$ cat config.mk
export PLATFORM = sky130hd
export DESIGN_NAME = acc_cpu_core_p_flat
export DESIGN_NICKNAME = d
export VERILOG_FILES = /design/src/rtl/acc_cpu_core_p_if.sv /design/src/rtl/acc_cpu_core_p.sv /design/src/flat_wrapper.sv
export SDC_FILE = /design/constraint.sdc
export NUM_CORES = 1
export LEC_CHECK = 0
export ABC_AREA = 1
export CORE_AREA = 2 2 163 117
export CTS_CLUSTER_DIAMETER = 80
export CTS_CLUSTER_SIZE = 40
export DETAILED_ROUTE_END_ITERATION = 10
export DIE_AREA = 0 0 165 119
export GPL_ROUTABILITY_DRIVEN = 0
export GPL_TIMING_DRIVEN = 0
export HOLD_SLACK_MARGIN = 0.06
export PLACE_DENSITY = 0.77
export SLEW_MARGIN = 25
export SYNTH_ARGS = -nofsm -noshare
export SYNTH_HDL_FRONTEND = slang
export SYNTH_SLANG_ARGS = --single-unit
$ cat constraint.sdc
create_clock -name clock -period 7.6 [get_ports clock]
set_input_delay 1.9 -clock clock [delete_from_list [all_inputs] [get_ports clock]]
set_output_delay 1.9 -clock clock [all_outputs]
set_load 0.02 [all_outputs]
$ cat src/rtl/acc_cpu_core_p_if.sv
// Memory port bundle between the accumulator core and its memory/peripheral wrapper.
//   req   : core -> mem, request; held with addr/we/wdata until ack
//   we    : core -> mem, 1 = write, 0 = read
//   addr  : core -> mem, word address
//   wdata : core -> mem, write data
//   rdata : mem -> core, read data, valid while ack=1
//   ack   : mem -> core, one-cycle completion pulse per request
interface acc_cpu_core_p_if #(
  parameter int DATA_W = 16,
  parameter int ADDR_W = 8
);
  logic              req;
  logic              we;
  logic [ADDR_W-1:0] addr;
  logic [DATA_W-1:0] wdata;
  logic [DATA_W-1:0] rdata;
  logic              ack;

  modport master (output req, we, addr, wdata, input rdata, ack);
  modport slave  (input req, we, addr, wdata, output rdata, ack);
endinterface

$ cat src/rtl/acc_cpu_core_p.sv
// Parametrised accumulator CPU core with an external req/ack memory port,
// a hardware return stack (CALL/RET), HALT, fault reporting and an OUT strobe.
//   clock, reset : rising-edge clock, asynchronous active-high reset
//   mem          : memory port (master side)
//   pc, acc, ir  : architectural registers
//   out_data     : OUT port register, out_valid pulses for one cycle on update
//   halted       : sticky stop flag; fault: 00 none, 01 illegal, 10 overflow, 11 underflow
//
// state  | meaning
// FETCH  | read instruction at pc; ir <= rdata, pc <= pc+1
// DECODE | classify opcode, pick next state; illegal -> HALT
// IND    | ADDIND first read: pointer <= m[a]
// MEM    | data access at a (or pointer); read ops update acc
// EXEC   | single-cycle register / branch / stack ops
// HALT   | terminal until reset
module acc_cpu_core_p #(
  parameter int DATA_W      = 16,
  parameter int ADDR_W      = 8,
  parameter int STACK_DEPTH = 4
) (
  input  logic                clock,
  input  logic                reset,
  acc_cpu_core_p_if.master    mem,
  output logic [ADDR_W-1:0]   pc,
  output logic [DATA_W-1:0]   acc,
  output logic [DATA_W-1:0]   ir,
  output logic [DATA_W-1:0]   out_data,
  output logic                out_valid,
  output logic                halted,
  output logic [1:0]          fault
);
  localparam int IDX_W = $clog2(STACK_DEPTH);
  localparam int SP_W  = IDX_W + 1;
  localparam int SH_W  = $clog2(DATA_W);
  localparam logic [SP_W-1:0] SP_FULL = SP_W'(STACK_DEPTH);

  localparam logic [7:0] OP_ADD   = 8'h00, OP_STORE = 8'h01, OP_LOAD = 8'h02, OP_JUMP  = 8'h03,
                         OP_JNEG  = 8'h04, OP_SUB   = 8'h05, OP_XOR  = 8'h06, OP_OR    = 8'h07,
                         OP_AND   = 8'h08, OP_JPOS  = 8'h09, OP_JZERO= 8'h0A, OP_ADDI  = 8'h0B,
                         OP_SHL   = 8'h0C, OP_SHR   = 8'h0D, OP_OUT  = 8'h0E, OP_CALL  = 8'h0F,
                         OP_RET   = 8'h10, OP_ADDIND= 8'h11, OP_HALT = 8'h12;

  typedef enum logic [2:0] {S_FETCH, S_DECODE, S_IND, S_MEM, S_EXEC, S_HALT} state_t;

  state_t            state_q;
  logic              req_q, we_q;
  logic [ADDR_W-1:0] addr_q, pc_q, ptr_q;
  logic [DATA_W-1:0] acc_q, ir_q, out_data_q;
  logic              out_valid_q, halted_q;
  logic [1:0]        fault_q;
  logic [SP_W-1:0]   sp_q;
  logic [ADDR_W-1:0] stack_q [STACK_DEPTH];

  logic [7:0]        opcode;
  logic [ADDR_W-1:0] operand;
  logic [SH_W-1:0]   shamt;
  logic [SP_W-1:0]   sp_m1;
  logic [DATA_W-1:0] mem_result_d;
  logic              is_mem_op, is_exec_op, push_en;

  assign opcode  = ir_q[DATA_W-1 -: 8];
  assign operand = ir_q[ADDR_W-1:0];
  assign shamt   = ir_q[SH_W-1:0];
  assign sp_m1   = sp_q - SP_W'(1);
  assign push_en = (state_q == S_EXEC) && (opcode == OP_CALL) && (sp_q != SP_FULL);

  always_comb begin
    is_mem_op  = 1'b0;
    is_exec_op = 1'b0;
    case (opcode)
      OP_ADD, OP_STORE, OP_LOAD, OP_SUB, OP_XOR, OP_OR, OP_AND: is_mem_op = 1'b1;
      OP_JUMP, OP_JNEG, OP_JPOS, OP_JZERO, OP_ADDI, OP_SHL, OP_SHR,
      OP_OUT, OP_CALL, OP_RET:                                  is_exec_op = 1'b1;
      default: ;
    endcase
  end

  // Value acc takes when a read-type MEM access completes.
  always_comb begin
    mem_result_d = acc_q;
    case (opcode)
      OP_ADD, OP_ADDIND: mem_result_d = acc_q + mem.rdata;
      OP_SUB:            mem_result_d = acc_q - mem.rdata;
      OP_LOAD:           mem_result_d = mem.rdata;
      OP_XOR:            mem_result_d = acc_q ^ mem.rdata;
      OP_OR:             mem_result_d = acc_q | mem.rdata;
      OP_AND:            mem_result_d = acc_q & mem.rdata;
      default: ;
    endcase
  end

  // Stack contents need no reset; sp alone defines validity.
  always_ff @(posedge clock) begin
    if (push_en) stack_q[sp_q[IDX_W-1:0]] <= pc_q;
  end

  always_ff @(posedge clock or posedge reset) begin
    if (reset) begin
      state_q     <= S_FETCH;
      req_q       <= 1'b0;
      we_q        <= 1'b0;
      addr_q      <= '0;
      pc_q        <= '0;
      ptr_q       <= '0;
      acc_q       <= '0;
      ir_q        <= '0;
      out_data_q  <= '0;
      out_valid_q <= 1'b0;
      halted_q    <= 1'b0;
      fault_q     <= 2'b00;
      sp_q        <= '0;
    end else begin
      out_valid_q <= 1'b0;
      case (state_q)
        S_FETCH: begin
          if (!req_q) begin
            req_q  <= 1'b1;
            we_q   <= 1'b0;
            addr_q <= pc_q;
          end else if (mem.ack) begin
            req_q   <= 1'b0;
            ir_q    <= mem.rdata;
            pc_q    <= pc_q + ADDR_W'(1);
            state_q <= S_DECODE;
          end
        end
        S_DECODE: begin
          if (is_mem_op)                 state_q <= S_MEM;
          else if (opcode == OP_ADDIND)  state_q <= S_IND;
          else if (is_exec_op)           state_q <= S_EXEC;
          else begin
            halted_q <= 1'b1;
            fault_q  <= (opcode == OP_HALT) ? 2'b00 : 2'b01;
            state_q  <= S_HALT;
          end
        end
        S_IND: begin
          if (!req_q) begin
            req_q  <= 1'b1;
            we_q   <= 1'b0;
            addr_q <= operand;
          end else if (mem.ack) begin
            req_q   <= 1'b0;
            ptr_q   <= mem.rdata[ADDR_W-1:0];
            state_q <= S_MEM;
          end
        end
        S_MEM: begin
          if (!req_q) begin
            req_q  <= 1'b1;
            we_q   <= (opcode == OP_STORE);
            addr_q <= (opcode == OP_ADDIND) ? ptr_q : operand;
          end else if (mem.ack) begin
            req_q   <= 1'b0;
            acc_q   <= mem_result_d;
            state_q <= S_FETCH;
          end
        end
        S_EXEC: begin
          state_q <= S_FETCH;
          case (opcode)
            OP_JUMP:  pc_q <= operand;
            OP_JNEG:  if (acc_q[DATA_W-1])  pc_q <= operand;
            OP_JPOS:  if (!acc_q[DATA_W-1]) pc_q <= operand;
            OP_JZERO: if (acc_q == '0)      pc_q <= operand;
            OP_ADDI:  acc_q <= acc_q + DATA_W'(operand);
            OP_SHL:   acc_q <= acc_q << shamt;
            OP_SHR:   acc_q <= acc_q >> shamt;
            OP_OUT: begin
              out_data_q  <= acc_q;
              out_valid_q <= 1'b1;
            end
            OP_CALL: begin
              if (sp_q == SP_FULL) begin
                halted_q <= 1'b1;
                fault_q  <= 2'b10;
                state_q  <= S_HALT;
              end else begin
                pc_q <= operand;
                sp_q <= sp_q + SP_W'(1);
              end
            end
            OP_RET: begin
              if (sp_q == '0) begin
                halted_q <= 1'b1;
                fault_q  <= 2'b11;
                state_q  <= S_HALT;
              end else begin
                pc_q <= stack_q[sp_m1[IDX_W-1:0]];
                sp_q <= sp_m1;
              end
            end
            default: ;
          endcase
        end
        default: ;
      endcase
    end
  end

  assign mem.req   = req_q;
  assign mem.we    = we_q;
  assign mem.addr  = addr_q;
  assign mem.wdata = acc_q;

  assign pc        = pc_q;
  assign acc       = acc_q;
  assign ir        = ir_q;
  assign out_data  = out_data_q;
  assign out_valid = out_valid_q;
  assign halted    = halted_q;
  assign fault     = fault_q;
endmodule

$ cat src/flat_wrapper.sv
// flat-port wrapper written by rule: the top's interface ports become plain ports
module acc_cpu_core_p_flat 
#(
  parameter int DATA_W      = 16,
  parameter int ADDR_W      = 8,
  parameter int STACK_DEPTH = 4
)
  (clock, reset, pc, acc, ir, out_data, out_valid, halted, fault, mem_req, mem_we, mem_addr, mem_wdata, mem_rdata, mem_ack);
  acc_cpu_core_p_if #(.DATA_W(DATA_W), .ADDR_W(ADDR_W)) mem_i ();
  input  logic clock;
  input  logic reset;
  output logic [ADDR_W-1:0] pc;
  output logic [DATA_W-1:0] acc;
  output logic [DATA_W-1:0] ir;
  output logic [DATA_W-1:0] out_data;
  output logic out_valid;
  output logic halted;
  output logic [1:0] fault;
  output wire logic [$bits(mem_i.req)-1:0] mem_req;
  output wire logic [$bits(mem_i.we)-1:0] mem_we;
  output wire logic [$bits(mem_i.addr)-1:0] mem_addr;
  output wire logic [$bits(mem_i.wdata)-1:0] mem_wdata;
  input wire logic [$bits(mem_i.rdata)-1:0] mem_rdata;
  input wire logic [$bits(mem_i.ack)-1:0] mem_ack;
  assign mem_req = mem_i.req;
  assign mem_we = mem_i.we;
  assign mem_addr = mem_i.addr;
  assign mem_wdata = mem_i.wdata;
  assign mem_i.rdata = mem_rdata;
  assign mem_i.ack = mem_ack;
  acc_cpu_core_p #(.DATA_W(DATA_W), .ADDR_W(ADDR_W), .STACK_DEPTH(STACK_DEPTH)) u_core (.clock(clock), .reset(reset), .mem(mem_i), .pc(pc), .acc(acc), .ir(ir), .out_data(out_data), .out_valid(out_valid), .halted(halted), .fault(fault));
endmodule
==> run metrics <==
Initial Util between 50% and 60%; worst hold-check path type register to register; syn nets 1,544; fraction of registers with async set/reset slightly above 70%; Final period util 65.7%; WL met3 5770 um; max-cap violations 0; max-slew headroom at the worst pin about two fifths; Die Area 19,600 um^2; total gr overflow 0; actual slew at the worst max-slew pin roughly 0.88 ns; WL final roughly 36,000 um; setup bufs post-CTS 0; Worst Setup End Kind register; CTS max path bufs 2; CTS tree yes; cell row count 42; Worst Setup EP u_core.acc[15]$_DFFE_PP0P_; Leak Pwr around 5.6 nW; P&R area growth vs syn 20.0%; Worst EP arrival 5.30 ns; R2R setup slack slightly above 4 ns; Post-DRT Antenna Nets 0; sequential area share after synthesis around 31%; unrepaired setup endpoints after global routing false; Reg-to-Reg End u_core.acc[8]$_DFFE_PP0P_; Die Ht about 120 um; Final Setup Violations 0; worst clock skew a little over 0.008 ns; WP depth 23; Worst Reg-to-Reg Cells 17; number of port buffers roughly 100; final net count 1,668; Top FF cell, synth dfrtp_1; total track usage 36.6%; number of cells on the worst hold path 2; overall power 5.45 mW; top-count cell post-synth nand2_1; Pwr Density 462 nW/um^2; Synth Instances around 1.5k; Clock transition at path regs roughly 0.050 ns; Initial DRT Pass Iterations 10; top-area cell type share of the netlist area between 20 and 25%; worst endpoint required time 7.91 ns; most used cell, CP nand2_1; Fill cells around 1.6k; DR iter-0 viols approximately 1.7k; Reg-to-Reg Start u_core.ir[8]$_DFFE_PP0P_; CTS Hold Bufs 0; buffers and inverters on the worst path 4; die width 165 um; Crit. Startpoint mem_rdata[0]; Tmin final about 5.0 ns; Top delay family on crit path simple AND/OR/NAND/NOR gates; Startpoint Class input port; vias after detailed routing between 10k and 15k; Sink Count 116; Post-synth top cells 456 x nand2_1, 170 x nand3_1, 129 x nor2_1; metal2 WL 14,000 um; vias in the first global route 9,809; Max stage delay cell, worst path clkdlybuf4s50_1; critical path type input port to register; clock root buffer clkbuf_16; post-cts resize count 0; critical path peak fanout 5; EDFF count, synth 32; Hold Worst Slack 0.459 ns; worst skew pair latency between 0.4 and 0.5 ns; largest cells by area after synthesis dfrtp_1 21%, nand2_1 17%, edfxtp_1 9.8%; Fin. Hold Viols 0; WL met1 14,600 um; share of cells above drive strength 1 7.21%; number of CTS-inserted buffers 17; Slew Viols, Final 0; Worst IR Drop VDD ~0.26 mV; # DRC 0; Yosys top cell by area dfrtp_1; status complete, no violations; highest metal used met4; Vias/cell roughly 6.0; f_max 200 MHz; TNS Setup 0 ns; Post-Syn Area slightly below 10,000 um^2; HPWL Detailed ~27,000 um; largest net degree at the start of global routing 74; initial antenna violation count 1; Netlist cell types a little under 50; Crit path largest cell delay around 0.51 ns; core area between 15,000 and 20,000 um^2; Ports 105; Yosys reg bits approximately 120; Routed wire per std cell roughly 19 um; global-route wire length before repair 54,500 um; Mean Syn Cell Area between 6 and 7 um^2; htree depth 4; Cell Chain, Critical Path clkdlybuf4s50_1 > inv_1 > ha_1 > nand3_1 > nor2_1 > nand3_1 > nor2_1 > nand2_1 > nand2_1 > xor2_1 > inv_1 > ha_1 > nand2_1 > inv_1 > nand2_1 > nor3_1 > nand2_1 > nand2_1 > nand3_1 > nand3_1 > nand2_1 > nand3_2 > nand2_1; Yosys Warn Count 0
-- worst reg2reg max path: cells and delay by family, from the launching register on --
| kind | cells | cell delay, ns |
|---|---|---|
| and+or+nand+nor | 12 | 1.53 |
| adders and majority gates | 1 | 0.34 |
| xor gates and xnor gates | 1 | 0.16 |
| buffers and inverters | 1 | 0.32 |
| DFF | 1 | 0.56 |
| AOI/OAI and AO/OA | 2 | 0.46 |
-- sequential cells by signal, summed over array words and instances (netlist names) --
signal	flops
u_core.state_q	3
u_core.fault	2
u_core.ir	16
u_core.pc	8
u_core.mem.addr	8
u_core.out_data	16
u_core.out_valid	1
u_core.sp_q	3
u_core.mem.req	1
u_core.ptr_q	8
u_core.acc	16
u_core.stack_q	32
u_core.mem.we	1
u_core.halted	1
-- layout by cell type, fill, tap and decap left out, drive strengths merged, types with 3 or more instances in the layout --
master and n:
xnor2 5, o221ai 3, nand3 182, nor2 140, inv 130, nand4 9
buf 45, clkinv 8, edfxtp 32, clkbuf 47, clkdlybuf4s50 104, o22ai 10
and2 5, bufinv 3, ha 64, a21oi 49, a22oi 4, o21ai 141
a41oi 8, xor2 22, dfrtp 84, a31oi 3, nand2 464, nor3 15
-- where the power goes --
part / switching, mW / total, mW / internal (mW)
registers: 0.403 / 1.23 / 0.827
clock network: 0.291 / 0.811 / 0.521
logic: 2.23 / 3.41 / 1.18
-- worst min path at each step --
stage                                 from                          end
2_1_floorplan  u_core.ptr_q[0]$_DFFE_PP0P_  u_core.ptr_q[0]$_DFFE_PP0P_
3_3_place_gp     u_core.halted$_DFFE_PP0P_    u_core.halted$_DFFE_PP0P_
3_5_place_dp     u_core.halted$_DFFE_PP0P_    u_core.halted$_DFFE_PP0P_
4_1_cts          u_core.halted$_DFFE_PP0P_    u_core.halted$_DFFE_PP0P_
5_1_grt        u_core.ptr_q[1]$_DFFE_PP0P_  u_core.ptr_q[1]$_DFFE_PP0P_
6_report         u_core.halted$_DFFE_PP0P_    u_core.halted$_DFFE_PP0P_
-- logic make-up after synthesis --
family	after synthesis	share of synthesized area, %
and+or+nand+nor	821	36.1
adders and majority gates	66	8.56
DFF	116	31.2
buffers and inverters	201	8.89
AOI/OAI and AO/OA	228	12.8
xor gates and xnor gates	27	2.41
-- through the flow --
stage / setup WS [ns] / utilization [%] / cell area (um^2) / cells
after floorplan: 3.51 / - / 9820 / 1459
after global placement: 2.12 / 60.9 / 11200 / 1805
after detailed placement: 2.31 / 61.0 / 11200 / 1806
after CTS: 2.73 / 64.2 / 11800 / 1838
after global routing: 2.42 / 64.2 / 11800 / 1838
final: 2.61 / 64.3 / 11800 / 1839
-- final cells by class --
type	instances	area, um^2	share of cell area, %
Clock inverter	10	131	1.11
Timing Repair Buffer	105	1070	9.07
Multi-Input combinational cell	1142	5880	49.9
Buffer	69	375	3.19
Tap cell	242	303	2.57
Antenna cell	1	2.50	0.0212
Clock buffer	22	454	3.85
Inverter	132	503	4.27
Sequential cell	116	3060	26.0
-- layer usage --
layer,up-vias,track usage [%]
met1,5090,53.6
li1,5056,-
met5,-,0
met3,127,13.1
met2,800,49.4
met4,0,12.3
No activity file was read; power rests on OpenSTA's default activity.
